File: src/rtl/sdram_tribuf_sched.sv
// Triple-buffer bank scheduler: rotates writer, reader and spare SDRAM banks on frame-done edges.
// Optional FRAME_STATS_EN adds saturating drop/repeat frame counters.
module sdram_tribuf_sched #(
  parameter int unsigned BANK_W      = 2,
  parameter int unsigned RST_WR_BANK = 0,
  parameter int unsigned RST_RD_BANK = 1,
  parameter int unsigned RST_SP_BANK = 2,
  parameter int unsigned CNT_W       = 16
) (
  input  logic              clk,
  input  logic              rst_n,
  input  logic              bank_valid,
  input  logic              frame_write_done,
  input  logic              frame_read_done,
  output logic [BANK_W-1:0] wr_bank,
  output logic [BANK_W-1:0] rd_bank,
  output logic              wr_load,
  output logic              rd_load,
`ifdef FRAME_STATS_EN
  output logic [CNT_W-1:0]  drop_cnt,
  output logic [CNT_W-1:0]  repeat_cnt,
`endif
  output logic              spare_fresh
);

  logic [BANK_W-1:0] sp_bank;
  logic              wd_q, rd_q, bv_q;
  logic              we, re, bv_rise;

  logic [BANK_W-1:0] wr_bank_n, rd_bank_n, sp_bank_n;
  logic              spare_fresh_n, wr_load_n, rd_load_n;
  logic              drop_inc, repeat_inc;

  assign we      = frame_write_done & ~wd_q;
  assign re      = frame_read_done & ~rd_q;
  assign bv_rise = bank_valid & ~bv_q;

  // Write swap is applied first so a coincident read picks up the frame just finished.
  always_comb begin
    wr_bank_n     = wr_bank;
    rd_bank_n     = rd_bank;
    sp_bank_n     = sp_bank;
    spare_fresh_n = spare_fresh;
    wr_load_n     = 1'b0;
    rd_load_n     = 1'b0;
    drop_inc      = 1'b0;
    repeat_inc    = 1'b0;
    if (bank_valid) begin
      if (we) begin
        drop_inc      = spare_fresh;
        wr_bank_n     = sp_bank;
        sp_bank_n     = wr_bank;
        spare_fresh_n = 1'b1;
        wr_load_n     = 1'b1;
      end
      if (re) begin
        if (spare_fresh_n) begin
          rd_bank_n     = sp_bank_n;
          sp_bank_n     = rd_bank;
          spare_fresh_n = 1'b0;
        end else begin
          repeat_inc = 1'b1;
        end
        rd_load_n = 1'b1;
      end
      if (bv_rise) begin
        wr_load_n = 1'b1;
        rd_load_n = 1'b1;
      end
    end
  end

  always_ff @(posedge clk or negedge rst_n) begin
    if (!rst_n) begin
      wr_bank     <= BANK_W'(RST_WR_BANK);
      rd_bank     <= BANK_W'(RST_RD_BANK);
      sp_bank     <= BANK_W'(RST_SP_BANK);
      spare_fresh <= 1'b0;
      wr_load     <= 1'b0;
      rd_load     <= 1'b0;
      wd_q        <= 1'b0;
      rd_q        <= 1'b0;
      bv_q        <= 1'b0;
    end else begin
      wr_bank     <= wr_bank_n;
      rd_bank     <= rd_bank_n;
      sp_bank     <= sp_bank_n;
      spare_fresh <= spare_fresh_n;
      wr_load     <= wr_load_n;
      rd_load     <= rd_load_n;
      wd_q        <= frame_write_done;
      rd_q        <= frame_read_done;
      bv_q        <= bank_valid;
    end
  end

`ifdef FRAME_STATS_EN
  // Saturating statistics, cleared only by reset.
  always_ff @(posedge clk or negedge rst_n) begin
    if (!rst_n) begin
      drop_cnt   <= '0;
      repeat_cnt <= '0;
    end else begin
      if (drop_inc && (drop_cnt != {CNT_W{1'b1}}))
        drop_cnt <= drop_cnt + CNT_W'(1);
      if (repeat_inc && (repeat_cnt != {CNT_W{1'b1}}))
        repeat_cnt <= repeat_cnt + CNT_W'(1);
    end
  end
`else
  logic unused_stats;
  assign unused_stats = drop_inc ^ repeat_inc;
`endif

endmodule
File: config.mk
export PLATFORM = sky130hd
export DESIGN_NAME = sdram_tribuf_sched
export DESIGN_NICKNAME = d
export VERILOG_FILES = /design/src/rtl/sdram_tribuf_sched.sv
export SDC_FILE = /design/constraint.sdc
export NUM_CORES = 1
export LEC_CHECK = 0
export CELL_PAD_IN_SITES_DETAIL_PLACEMENT = 0
export CELL_PAD_IN_SITES_GLOBAL_PLACEMENT = 1
export CORE_AREA = 2 2 39 41
export DETAILED_ROUTE_END_ITERATION = 10
export DIE_AREA = 0 0 41 43
export PLACE_DENSITY_LB_ADDON = 0.1
export SETUP_SLACK_MARGIN = 0.2
export SKIP_LAST_GASP = 1
export SLEW_MARGIN = 30
export SYNTH_ARGS = -nofsm -noshare
export SYNTH_HDL_FRONTEND = slang
export SYNTH_SLANG_ARGS = --single-unit
File: constraint.sdc
create_clock -name clk -period 3.74 [get_ports clk]
set_input_delay 0.748 -clock clk [delete_from_list [all_inputs] [get_ports clk]]
set_output_delay 0.748 -clock clk [all_outputs]
set_load 0.1 [all_outputs]
# Yosys cells after proc, flatten, opt, wreduce, memory -nomap -nowiden
# Index checks and enable logic that the tools add are counted.
[word_totals] reg_bits=12 in_bits=5 out_inout_bits=7 elab_cells=29
[op_classes] muxes=12 bitwise_logic=6 n_reduce_logical=2
[op_table] op="$mux 1" count=9
[op_table] op="$mux 2" count=3
[op_table] op="$and 1x1->1" count=3
[op_table] op="$not 1->1" count=3
[op_table] op="$reduce_and 3->1" count=1
[op_table] op="$reduce_and 2->1" count=1

# Logic depth before layout (Yosys ltp)
[depth] depth_word=6 depth_mapped=4 mapped_depth_nobuf=3

# Least setup slack after synthesis
# OpenSTA, ideal clock, no wires.
[synth_path] path_kind="reg-to-reg" from="register spare_fresh" to="register rd_bank[1]" setup_ns=0.126 arrival_time_ns=1.589 required_ns=3.614 setup_slack_ns=2.026 stages_incl_launch_ff=3 n_path_buf=0 period_less_slack_ns=1.714 cell_sequence="dfrtp_1 -> o211a_1 -> mux2_2"
[synth_via] elab_chain_len=3
[synth_rtl] element="start: declaration" line_no="23" text="output logic spare_fresh"
[synth_rtl] element="start signal: assignment" line_no="88" text="spare_fresh <= spare_fresh_n;"
[synth_rtl] element="$mux 1" line_no="49" text="if (we) begin"
[synth_rtl] element="$mux 1" line_no="48" text="if (bank_valid) begin"
[synth_rtl] element="$reduce_and 3->1 (no source line)"
[synth_rtl] element="end signal: assignment" line_no="76" text="rd_bank <= BANK_W'(RST_RD_BANK);"
[synth_rtl] element="end signal: assignment" line_no="86" text="rd_bank <= rd_bank_n;"
[synth_rtl] element="end: declaration" line_no="16" text="output logic [BANK_W-1:0] rd_bank,"
# No other way between the ends. The select of a mux whose other input is x is not followed.
# A chain may end at the register's enable or synchronous reset.

# Final worst setup path
[layout_path] from="register rd_bank[0]" to="output port rd_bank[0]"
# No word-level cell between the ends.

==> run_summary.xml <==
<?xml version="1.0" encoding="UTF-8"?>
<metrics>
  <group name="outcome">
    <metric name="outcome" unit="">completed</metric>
  </group>
  <group name="logic_synthesis">
    <metric name="yosys_warnings" unit="">0</metric>
    <metric name="yosys.area.top_type" unit="">sky130_fd_sc_hd__dfrtp_1</metric>
    <metric name="synth.cell_area" unit="um2">488</metric>
    <metric name="yosys-top-cells-area" unit="">sky130_fd_sc_hd__dfrtp_1 (51%), sky130_fd_sc_hd__mux2_2 (14%), sky130_fd_sc_hd__dfstp_2 (11%)</metric>
    <metric name="synth.net_count" unit="">39</metric>
    <metric name="postSynthCellCount" unit="">34</metric>
    <metric name="synthDistinctLibCells" unit="">14</metric>
    <metric name="synth_area_per_cell" unit="um2">14.4</metric>
    <metric name="synth_seq_area_share" unit="">0.621</metric>
    <metric name="synthArstFlopShare" unit="">1.00</metric>
    <metric name="top_area_cell_type_share_of_the_netlist_area" unit="">0.513</metric>
    <metric name="synth_enable_flop_cells" unit="">0</metric>
    <metric name="total_of_flip_flops_plus_latches_after_synthesis" unit="">12</metric>
    <metric name="synth_common_cells" unit="">sky130_fd_sc_hd__dfrtp_1 (10), sky130_fd_sc_hd__mux2_2 (6)</metric>
    <metric name="synth_ff_type" unit="">sky130_fd_sc_hd__dfrtp_1</metric>
    <metric name="synth.most_common_cell" unit="">sky130_fd_sc_hd__dfrtp_1</metric>
  </group>
  <group name="layout">
    <metric name="final_cell_area" unit="um2">633</metric>
    <metric name="share_of_cells_above_drive_strength_1" unit="">0.229</metric>
    <metric name="nNetsFinal" unit="">54</metric>
    <metric name="filler_cell_count" unit="">125</metric>
    <metric name="post_layout_nonfiller_instances" unit="">64</metric>
    <metric name="area_taken_by_multi_input_logic_gates" unit="um2">174</metric>
    <metric name="diodes" unit="">0</metric>
    <metric name="storage_cell_area" unit="um2">303</metric>
    <metric name="syn_to_final_growth" unit="%">29.7</metric>
  </group>
  <group name="timing">
    <metric name="timing.slew.headroom" unit="">0.351</metric>
    <metric name="final-setup-viol-count" unit="">0</metric>
    <metric name="layout_min_cycle_time" unit="ps">2690</metric>
    <metric name="worst_slack" unit="ps">1050</metric>
    <metric name="final-max-slew-violation-count" unit="">0</metric>
    <metric name="fin_crit_sh" unit="">0.718</metric>
    <metric name="fin_skew" unit="ps">6.09</metric>
    <metric name="final_hold_vios" unit="">0</metric>
    <metric name="fmax" unit="MHz">372</metric>
    <metric name="final.setup.tns" unit="ps">0</metric>
    <metric name="setup_repair_after_global_routing_missed_its_margin" unit="">no</metric>
    <metric name="tightestPinTransition" unit="ps">970</metric>
  </group>
  <group name="setup_path">
    <metric name="critPathMaxFanout" unit="">3</metric>
    <metric name="path_cells" unit="">clkdlybuf4s50_1</metric>
    <metric name="arrival" unit="ps">1940</metric>
    <metric name="cpLargestDelayFamily" unit="">buffers and inverters</metric>
    <metric name="worst_path_largest_cell_delay" unit="ps">1130</metric>
    <metric name="crit_slowest_cell" unit="">sky130_fd_sc_hd__clkdlybuf4s50_1</metric>
    <metric name="worst_setup_path_end_kind" unit="">output pin</metric>
    <metric name="setup.worst_path.start_class" unit="">flip-flop</metric>
    <metric name="worst-endpoint-required" unit="ps">2990</metric>
    <metric name="crit_buf_inv" unit="">1</metric>
    <metric name="path_class" unit="">flip-flop to output pin</metric>
  </group>
  <group name="floorplan">
    <metric name="die_h" unit="um">43</metric>
    <metric name="rows" unit="">14</metric>
    <metric name="io_pins" unit="">12</metric>
    <metric name="total_core_area" unit="um2">1380</metric>
    <metric name="start_util" unit="">0.353</metric>
    <metric name="die-area" unit="um2">1760</metric>
    <metric name="floorplan.die.width" unit="um">41</metric>
  </group>
  <group name="clocking">
    <metric name="cts_tree" unit="">done</metric>
    <metric name="clock_insertion_delay_worst_skew" unit="ps">270</metric>
    <metric name="clockRootBuffer" unit="">sky130_fd_sc_hd__clkbuf_4</metric>
    <metric name="clock_slew_at_reported_path_ffs" unit="ps">70</metric>
    <metric name="clkSinkCount" unit="">12</metric>
    <metric name="cts_post_setup_buffers_inserted" unit="">0</metric>
    <metric name="cts.htree.levels" unit="">1</metric>
    <metric name="ctsHoldBuffers" unit="">0</metric>
    <metric name="tritoncts.num_buffers" unit="">3</metric>
    <metric name="post_cts_resized" unit="">0</metric>
    <metric name="clk_path_buf_depth" unit="">2</metric>
  </group>
  <group name="place">
    <metric name="finalWeightedCongestion" unit="">0.677</metric>
    <metric name="place.detailed.instances" unit="">60</metric>
    <metric name="port-buffer-count" unit="">11</metric>
    <metric name="detailedPlace.worstSlack" unit="ps">1340</metric>
    <metric name="place_area" unit="um2">607</metric>
  </group>
  <group name="drt">
    <metric name="dr_total_vias" unit="">334</metric>
    <metric name="antenna_violating_nets_post_route" unit="">0</metric>
    <metric name="dr.first_iter.drc_count" unit="">2</metric>
    <metric name="post-route-drc-count" unit="">0</metric>
    <metric name="post_drt_wl_per_cell" unit="um">14.5</metric>
    <metric name="detail_route.vias_per_cell" unit="">5.22</metric>
    <metric name="drt_pass1_iterations" unit="">4</metric>
    <metric name="drt-total-wl" unit="um">926</metric>
  </group>
  <group name="global_route">
    <metric name="grt_start_max_net_pins" unit="">13</metric>
    <metric name="grt_antenna_before_repair" unit="">0</metric>
    <metric name="groute.usage.overall" unit="">0.135</metric>
    <metric name="grt_first_pass_wirelength" unit="um">1500</metric>
    <metric name="grt_overflow" unit="">0</metric>
    <metric name="grt_pass1_vias" unit="">317</metric>
  </group>
  <group name="worst_hold_path">
    <metric name="min-delay-path-class" unit="">flip-flop to flip-flop</metric>
  </group>
  <group name="power_and_ir_drop">
    <metric name="power_density_over_the_cells" unit="nW/um2">419</metric>
    <metric name="vdd_drop_max" unit="uV">192</metric>
    <metric name="static-leakage-power" unit="nW">0.292</metric>
    <metric name="p_total" unit="uW">265</metric>
  </group>
  <group name="run">
    <metric name="cap_violations" unit="">0</metric>
  </group>
</metrics>
-- metrics by stage --
| step | hold slack, ps | utilization |
|---|---|---|
| after global placement | 438 | 0.439 |
| after global routing | 498 | 0.458 |
| after floorplan | 424 | - |
| after detailed placement | 456 | 0.439 |
| final | 457 | 0.458 |
| after CTS | 465 | 0.458 |
-- routing by layer --
metal / part of all wire / vias up / track usage
met1: 0.42 / 162 / 0.182
met4: 0.018 / 0 / 0.0600
met2: 0.49 / 12 / 0.191
met5: 0 / - / 0
li1: - / 156 / -
met3: 0.065 / 4 / 0.0471
-- sequential cells by signal, indices dropped and copies added (netlist names) --
register and count:
bv_q 1, rd_bank 2, rd_load 1, rd_q 1
sp_bank 2, spare_fresh 1, wd_q 1, wr_bank 2
wr_load 1
-- kinds of logic after synthesis --
logic type	count (synthesis)	share of synthesized area
AO/OA/AOI/OAI	7	0.115
multiplexers	6	0.138
AND/OR/NAND/NOR	8	0.103
flip-flops	12	0.621
buffers and inverters	1	0.0231
-- power by group --
part	internal (mW)	leakage, nW	total (mW)	switching [mW]
Combinational	0.0129	0.129	0.0460	0.0332
Sequential	0.134	0.149	0.137	0.00294
Clock	0.0413	0.0150	0.0820	0.0407
Total	0.189	0.292	0.265	0.0767
-- final timing paths --
path                       slack [ps]  depth (start not counted)          to  startpoint
max                              1050                          1  rd_bank[0]  rd_bank[0]
min                               460                          1     rd_load        bv_q
max reg2reg                      2400                          3  sp_bank[0]        wd_q
min reg2reg                       460                          1     rd_load        bv_q
max in group asynchronous        2560                          1  rd_bank[0]       rst_n
min in group asynchronous         810                          1     rd_load       rst_n
-- layout by cell type, fill, tap and decap left out --
master / netlist / routed
sky130_fd_sc_hd__a21boi_0: 2 / 2
sky130_fd_sc_hd__and3_1: 2 / 2
sky130_fd_sc_hd__mux2_2: 6 / 6
sky130_fd_sc_hd__clkdlybuf4s50_1: 0 / 11
sky130_fd_sc_hd__nor2b_1: 2 / 2
sky130_fd_sc_hd__and3b_1: 1 / 1
sky130_fd_sc_hd__a31oi_1: 1 / 1
sky130_fd_sc_hd__o211a_1: 1 / 1
sky130_fd_sc_hd__a21oi_1: 1 / 1
sky130_fd_sc_hd__clkbuf_4: 0 / 3
sky130_fd_sc_hd__a221o_1: 2 / 2
sky130_fd_sc_hd__dfstp_2: 2 / 2
sky130_fd_sc_hd__nor2_1: 1 / 1
sky130_fd_sc_hd__dfrtp_1: 10 / 10
sky130_fd_sc_hd__clkbuf_1: 0 / 1
sky130_fd_sc_hd__nand2b_1: 2 / 2
-- final cells by class --
cell class | instances | area share
flip-flops and latches | 12 | 0.478
multi-input cells | 21 | 0.275
repair buffers | 11 | 0.174
clock buffers | 4 | 0.0415
well taps | 16 | 0.0316
Power figures use the tool's default switching activity.
